<file path="config.mk">
export PLATFORM = sky130hd
export DESIGN_NAME = hd44780_lcd_sequencer
export DESIGN_NICKNAME = d
export VERILOG_FILES = /design/src/rtl/hd44780_lcd_sequencer.sv
export SDC_FILE = /design/constraint.sdc
export NUM_CORES = 1
export LEC_CHECK = 0
export BUFFER_PORTS_ARGS = -buffer_cell sky130_fd_sc_hd__buf_2
export CORE_MARGIN = 2
export CORE_UTILIZATION = 62
export CTS_CLUSTER_SIZE = 28
export DETAILED_ROUTE_END_ITERATION = 7
export PLACE_DENSITY_LB_ADDON = 0.1
export SLEW_MARGIN = 20
export SYNTH_ARGS = -nofsm -noshare
export SYNTH_HDL_FRONTEND = slang
export SYNTH_SLANG_ARGS = --single-unit
</file>
<file path="constraint.sdc">
create_clock -name CLK_I -period 7.25 [get_ports CLK_I]
set_clock_uncertainty 0.2 [all_clocks]
set_input_delay 0.3625 -clock CLK_I [delete_from_list [all_inputs] [get_ports CLK_I]]
set_output_delay 0.3625 -clock CLK_I [all_outputs]
set_load 0.01 [all_outputs]
</file>
<file path="src/rtl/hd44780_lcd_sequencer.sv">
// hd44780_lcd_sequencer
// Drives an HD44780 character LCD in 4-bit write-only mode. After reset it
// runs the power-on init sequence, then sends one host byte at a time as two
// E-pulsed nybbles followed by that command's execution delay.
//
// state     | meaning
// ----------+-------------------------------------------------------------
// PWR_WAIT  | power-on wait before the first init nybble
// INIT_NYB  | load the next lone init nybble (0x3,0x3,0x3,0x2)
// INIT_BYTE | load the next init byte (0x28,0x08,0x01,0x06,0x0C)
// NYB_SETUP | rs/data driven, E low (address setup)
// NYB_EHI   | E high
// NYB_ELO   | E low for the rest of the E cycle, rs/data held
// POST_WAIT | execution delay after the last nybble of a transfer
// IDLE      | initialized, o_ready=1, waiting for a host strobe
//
// Timing notes (edge k = k-th rising clock edge after the reference edge):
// - Every delay of N ticks is loaded as N-1 and counts down to 0.
// - lcd_e first goes high on edge DELAY_100MS+TICKS_TAS+1 after reset
//   release: the 100 ms wait, one INIT_NYB dispatch edge, then the setup.
// - Each init step costs one dispatch edge (INIT_NYB/INIT_BYTE) after its
//   predecessor's post-wait. Host bytes are dispatched straight from IDLE,
//   so o_ready is back exactly 1+2*(TAS+TCYCE)+post-wait cycles after the
//   accept edge.
// - Asserting RST_I drops lcd_e at once and restarts from PWR_WAIT.

module hd44780_lcd_sequencer #(
    parameter int TIMER_BITS  = 23,
    parameter int DELAY_100MS = 4800000,
    parameter int DELAY_4P1MS = 196800,
    parameter int DELAY_3MS   = 144000,
    parameter int DELAY_100US = 4800,
    parameter int DELAY_53US  = 2544,
    parameter int TICKS_TAS   = 3,
    parameter int TICKS_PWEH  = 22,
    parameter int TICKS_TCYCE = 48
) (
    input  logic       CLK_I,
    input  logic       RST_I,
    input  logic [7:0] i_byte,
    input  logic       i_rs,
    input  logic       i_strobe,
    output logic       o_ready,
    output logic       o_init_done,
    output logic       lcd_rs,
    output logic       lcd_e,
    output logic [3:0] lcd_data
);

    typedef enum logic [2:0] {
        PWR_WAIT,
        INIT_NYB,
        INIT_BYTE,
        NYB_SETUP,
        NYB_EHI,
        NYB_ELO,
        POST_WAIT,
        IDLE
    } state_t;

    localparam logic [TIMER_BITS-1:0] LD_100MS = TIMER_BITS'(DELAY_100MS - 1);
    localparam logic [TIMER_BITS-1:0] LD_4P1MS = TIMER_BITS'(DELAY_4P1MS - 1);
    localparam logic [TIMER_BITS-1:0] LD_3MS   = TIMER_BITS'(DELAY_3MS - 1);
    localparam logic [TIMER_BITS-1:0] LD_100US = TIMER_BITS'(DELAY_100US - 1);
    localparam logic [TIMER_BITS-1:0] LD_53US  = TIMER_BITS'(DELAY_53US - 1);
    localparam logic [TIMER_BITS-1:0] LD_TAS   = TIMER_BITS'(TICKS_TAS - 1);
    localparam logic [TIMER_BITS-1:0] LD_PWEH  = TIMER_BITS'(TICKS_PWEH - 1);
    localparam logic [TIMER_BITS-1:0] LD_ELO   = TIMER_BITS'(TICKS_TCYCE - TICKS_PWEH - 1);

    // Steps 0..3 are lone nybbles, 4..8 are full bytes.
    localparam logic [3:0] LAST_NYB_STEP  = 4'd3;
    localparam logic [3:0] LAST_INIT_STEP = 4'd8;

    state_t                r_state;
    logic [TIMER_BITS-1:0] r_cnt;
    logic [TIMER_BITS-1:0] r_wait;
    logic [3:0]            r_step;
    logic [3:0]            r_lo_nyb;
    logic                  r_last_nyb;
    logic                  r_ready;
    logic                  r_init_done;
    logic                  r_lcd_rs;
    logic                  r_lcd_e;
    logic [3:0]            r_lcd_data;
    logic                  w_cnt_zero;

    assign w_cnt_zero  = (r_cnt == '0);
    assign o_ready     = r_ready;
    assign o_init_done = r_init_done;
    assign lcd_rs      = r_lcd_rs;
    assign lcd_e       = r_lcd_e;
    assign lcd_data    = r_lcd_data;

    // Clear and home commands need the long execution delay.
    function automatic logic [TIMER_BITS-1:0] f_byte_wait(input logic rs, input logic [7:0] b);
        if (!rs && (b == 8'h01 || b == 8'h02 || b == 8'h03))
            return LD_3MS;
        return LD_53US;
    endfunction

    function automatic logic [3:0] f_init_nyb(input logic [3:0] step);
        return (step == LAST_NYB_STEP) ? 4'h2 : 4'h3;
    endfunction

    function automatic logic [TIMER_BITS-1:0] f_init_nyb_wait(input logic [3:0] step);
        case (step)
            4'd0:       return LD_4P1MS;
            4'd1, 4'd2: return LD_100US;
            default:    return LD_53US;
        endcase
    endfunction

    function automatic logic [7:0] f_init_byte(input logic [3:0] step);
        case (step)
            4'd4:    return 8'h28;
            4'd5:    return 8'h08;
            4'd6:    return 8'h01;
            4'd7:    return 8'h06;
            default: return 8'h0C;
        endcase
    endfunction

    // Sequencer FSM: init steps, nybble E-pulse timing, post-waits and host handshake.
    always_ff @(posedge CLK_I or posedge RST_I) begin
        if (RST_I) begin
            r_state     <= PWR_WAIT;
            r_cnt       <= LD_100MS;
            r_wait      <= '0;
            r_step      <= '0;
            r_lo_nyb    <= '0;
            r_last_nyb  <= 1'b0;
            r_ready     <= 1'b0;
            r_init_done <= 1'b0;
            r_lcd_rs    <= 1'b0;
            r_lcd_e     <= 1'b0;
            r_lcd_data  <= '0;
        end else begin
            case (r_state)
                PWR_WAIT: begin
                    if (w_cnt_zero)
                        r_state <= INIT_NYB;
                    else
                        r_cnt <= r_cnt - 1'b1;
                end

                INIT_NYB: begin
                    r_lcd_rs   <= 1'b0;
                    r_lcd_data <= f_init_nyb(r_step);
                    r_last_nyb <= 1'b1;
                    r_wait     <= f_init_nyb_wait(r_step);
                    r_cnt      <= LD_TAS;
                    r_state    <= NYB_SETUP;
                end

                INIT_BYTE: begin
                    r_lcd_rs   <= 1'b0;
                    r_lcd_data <= f_init_byte(r_step)[7:4];
                    r_lo_nyb   <= f_init_byte(r_step)[3:0];
                    r_last_nyb <= 1'b0;
                    r_wait     <= f_byte_wait(1'b0, f_init_byte(r_step));
                    r_cnt      <= LD_TAS;
                    r_state    <= NYB_SETUP;
                end

                NYB_SETUP: begin
                    if (w_cnt_zero) begin
                        r_lcd_e <= 1'b1;
                        r_cnt   <= LD_PWEH;
                        r_state <= NYB_EHI;
                    end else begin
                        r_cnt <= r_cnt - 1'b1;
                    end
                end

                NYB_EHI: begin
                    if (w_cnt_zero) begin
                        r_lcd_e <= 1'b0;
                        r_cnt   <= LD_ELO;
                        r_state <= NYB_ELO;
                    end else begin
                        r_cnt <= r_cnt - 1'b1;
                    end
                end

                NYB_ELO: begin
                    if (!w_cnt_zero) begin
                        r_cnt <= r_cnt - 1'b1;
                    end else if (!r_last_nyb) begin
                        r_lcd_data <= r_lo_nyb;
                        r_last_nyb <= 1'b1;
                        r_cnt      <= LD_TAS;
                        r_state    <= NYB_SETUP;
                    end else begin
                        r_cnt   <= r_wait;
                        r_state <= POST_WAIT;
                    end
                end

                POST_WAIT: begin
                    if (!w_cnt_zero) begin
                        r_cnt <= r_cnt - 1'b1;
                    end else if (r_init_done || r_step == LAST_INIT_STEP) begin
                        r_init_done <= 1'b1;
                        r_ready     <= 1'b1;
                        r_state     <= IDLE;
                    end else begin
                        r_step  <= r_step + 1'b1;
                        r_state <= (r_step < LAST_NYB_STEP) ? INIT_NYB : INIT_BYTE;
                    end
                end

                IDLE: begin
                    if (i_strobe && r_ready) begin
                        r_ready    <= 1'b0;
                        r_lcd_rs   <= i_rs;
                        r_lcd_data <= i_byte[7:4];
                        r_lo_nyb   <= i_byte[3:0];
                        r_last_nyb <= 1'b0;
                        r_wait     <= f_byte_wait(i_rs, i_byte);
                        r_cnt      <= LD_TAS;
                        r_state    <= NYB_SETUP;
                    end
                end

                default: begin
                    r_lcd_e <= 1'b0;
                    r_cnt   <= LD_100MS;
                    r_state <= PWR_WAIT;
                end
            endcase
        end
    end

endmodule

</file>
==> summary.md <==
| Metric | Value |
|---|---|
| Max VDD drop | 0.1416 mV |
| Clk root buf | clkbuf_8 |
| Port Buffers | 19 |
| Most used DFF post-synth | dfrtp_1 |
| NumNets Final | 419 |
| Required @ worst endpoint | 7.28 ns |
| # setup viols final | 0 |
| DR WL/cell | 18.73 um |
| Outcome | complete, but fails checks |
| Worst skew pair latency | 0.33 ns |
| Worst-margin pin slew | 0.8360 ns |
| N_diodes | 0 |
| Area growth, synth to finish | 5.727% |
| Worst Path Arrival | 3.36 ns |
| Net Count, Synth | 413 |
| Final setup TNS | 0 ns |
| Synth Area in Adders | 0.02175 |
| Met1 Use GR | 0.3912 |
| Die X | 78.62 um |
| Max-slew violations | 0 |
| Final ANT Viol Nets | 0 |
| Min Tclk post-route | 3.330 ns |
| Overflow left after global routing | 0 |
| Headroom to the max-slew limit | 0.4427 |
| Post-synthesis compound-gate area fraction | 0.2501 |
| Startpoint Class | flop |
| Pwr/cell area | 131.9 nW/um^2 |
| Post-synth ARST share | 1.000 |
| Post-synth EDFFs | 0 |
| Hpwl dp | 6359 um |
| Routed vias | 3,314 |
| Worst min path class | input port to async pin |
| Synth Instances | 395 |
| TritonCTS clock tree | built |
| Post-synth design cell area | 3452 sq um |
| Starting Density | 0.6347 |
| Hold buffer count at cts | 0 |
| Largest family of logic cells by synthesized area | simple AND/OR/NAND/NOR gates |
| Post-synthesis mux area share | 0.02175 |
| First-pass GRT wire length | 14,690 um |
| Yosys synthesis warning count | 0 |
| Total power | 0.4815 mW |
| Maxcap violations | 0 |
| Post-CTS Resized | 0 |
| I/O pin count | 20 |
| H-tree depth | 2 |
| Residual DRC | 0 |
| Met2 GRT Util | 0.5103 |
| Crit path from | r_cnt[9] |
| Die Y | 78.62 um |
| Max FO, Critical Path | 14 |
| Final WL | 8876 um |
| Clk buf depth | 2 |
| Largest net degree at the start of global routing | 53 |
| Synth Area in XOR/XNOR | 0.01776 |
| Die Area | 6180 sq um |
| Drt first pass iters | 6 |
| Layout cell share with drive strength beyond 1 | 0.1692 |
| #FFs+latches synth | 52 |
| Total GRT Usage | 0.3024 |
| Peak Freq | 300.3 MHz |
| Post-CTS Setup Bufs | 0 |
| Worst reg2reg startpoint | r_cnt[9] |
| Hold WS | -0.002562 ns |
| Crit-path most repeated cell | or4_1 |
| Register area share after synthesis | 0.3827 |
| Post-Synth Simple-Gate Area | 0.2577 |
| CP Cell Sequence | or4_1 > or4_1 > nor2_2 > mux2_1 > a221oi_1 |
| Max stage delay on crit path | 0.82 ns |
| Vias in the first global route | 2,995 |
| Hold Vio Cnt, Final | 3 |
| Row count | 27 |
| Antenna violations before repair | 0 |
| Layout fillers | 458 |
| Initial DRC count | 403 |
| Syn_area_per_cell | 8.739 sq um |
| Total core area | 5439 sq um |
| Worst Setup Path Type | flop to flop |
| Leak | 1.441 nW |
| Vias per std cell | 6.992 |
| Layer carrying the most global-route usage | met2 |
| GR Util met3 | 0.05057 |
| Clock Pin Slew Worst Setup and Hold Paths | 0.11 ns |
| Unique masters post-synth | 69 |
| CTS Buf Count | 5 |
| Sinks on Clock Net | 52 |
| Worst Setup End Kind | flop |
| Gpl congestion | 0.9181 |
| Slowest cell on the critical path | or4_1 |
| Fin crit share | 0.4594 |
| RSZ-0062 raised after global routing | no |
| Failing checks | negative hold slack |
## cell usage after synthesis (7+ instances only)
cell type	count	share of area
a21oi_1	25	0.036
a31oi_1	12	0.022
clkbuf_1	16	0.017
dfrtp_1	36	0.26
dfstp_2	16	0.12
inv_1	13	0.014
nand2_1	42	0.046
nand3_1	17	0.025
nor2_1	19	0.021
nor3_1	15	0.022
o21ai_0	23	0.033
o21ai_1	7	0.010
o31ai_1	9	0.020
or4_1	12	0.026
xnor2_1	7	0.018
## cells by family (layout without fill, tap and decap cells)
logic type	after synthesis	after routing
AND/OR/NAND/NOR	158	158
AO/OA/AOI/OAI	128	128
flip-flops	52	52
buffers and inverters	37	44
XOR/XNOR	7	7
multiplexers	7	7
adder cells (fa/ha/maj)	6	6
## final timing paths
path	end	slack [ns]	depth (start not counted)
setup / recovery	r_cnt[1]	3.92	5
hold / removal	r_lo_nyb[0]	-0.003	3
setup reg to reg	r_cnt[1]	3.92	5
hold reg to reg	r_lo_nyb[0]	0.29	2
max in group asynchronous	r_cnt[9]	6.43	3
min in group CLK_I	lcd_rs	0.10	3
## metrics by stage
step | util | setup slack (ns) | instances | instance area [sq um] | hold slack (ns)
after CTS | 0.6701 | 3.827 | 474 | 3645 | 0.02272
after floorplan | - | 4.442 | 395 | 3452 | 0.2460
after global placement | 0.6526 | 4.008 | 466 | 3550 | 0.2604
final | 0.6710 | 3.920 | 474 | 3650 | -0.002562
after global routing | 0.6710 | 3.769 | 474 | 3650 | 0.07290
after detailed placement | 0.6526 | 3.942 | 466 | 3550 | 0.2677
## placed cells by master (no fill, tap or decap), types with 12 or more instances in the layout
| cell | count |
|---|---|
| nand2_1 | 42 |
| o21ai_0 | 23 |
| a31oi_1 | 12 |
| dfrtp_1 | 36 |
| dfstp_2 | 16 |
| a21oi_1 | 25 |
| inv_1 | 12 |
| nand3_1 | 17 |
| or4_1 | 12 |
| nor3_1 | 14 |
| nor2_1 | 19 |
| buf_2 | 19 |
## flip-flops by register name, indices dropped and copies added (netlist names)
| name | count |
|---|---|
| r_state | 3 |
| r_last_nyb | 1 |
| r_step | 4 |
| o_ready | 1 |
| lcd_data | 4 |
| lcd_rs | 1 |
| r_lo_nyb | 4 |
| r_cnt | 23 |
| lcd_e | 1 |
| o_init_done | 1 |
| r_wait | 9 |
## routing by layer
layer / vias to the layer above / wire length, um
met1: 1604 / 3716
met2: 167 / 4347
met4: 0 / 209
li1: 1521 / -
met5: - / 0
met3: 22 / 602
## area by class of cell
| cell class | instances | area [sq um] | share of cell area |
|---|---|---|---|
| clock buffers | 5 | 68.82 | 0.01885 |
| clock inverters | 3 | 26.28 | 0.007199 |
| inverters | 13 | 48.80 | 0.01337 |
| multi-input cells | 306 | 1969 | 0.5396 |
| flip-flops and latches | 52 | 1321 | 0.3620 |
| well taps | 72 | 90.09 | 0.02468 |
| repair buffers | 23 | 125.1 | 0.03428 |
## critical path: cells and delay by family (launching register included)
family             cells  cell delay [ns]
DFF                    1             0.43
AOI/OAI and AO/OA      1             0.28
and+or+nand+nor        3             1.95
muxes                  1             0.37
## power breakdown
group | leakage, nW | switching (mW) | internal [mW]
clock network | 0.0491 | 0.110 | 0.0713
registers | 0.628 | 0 | 0.290
logic | 0.764 | 0.00750 | 0.00282
total | 1.44 | 0.117 | 0.364
Power figures use the tool's default switching activity.
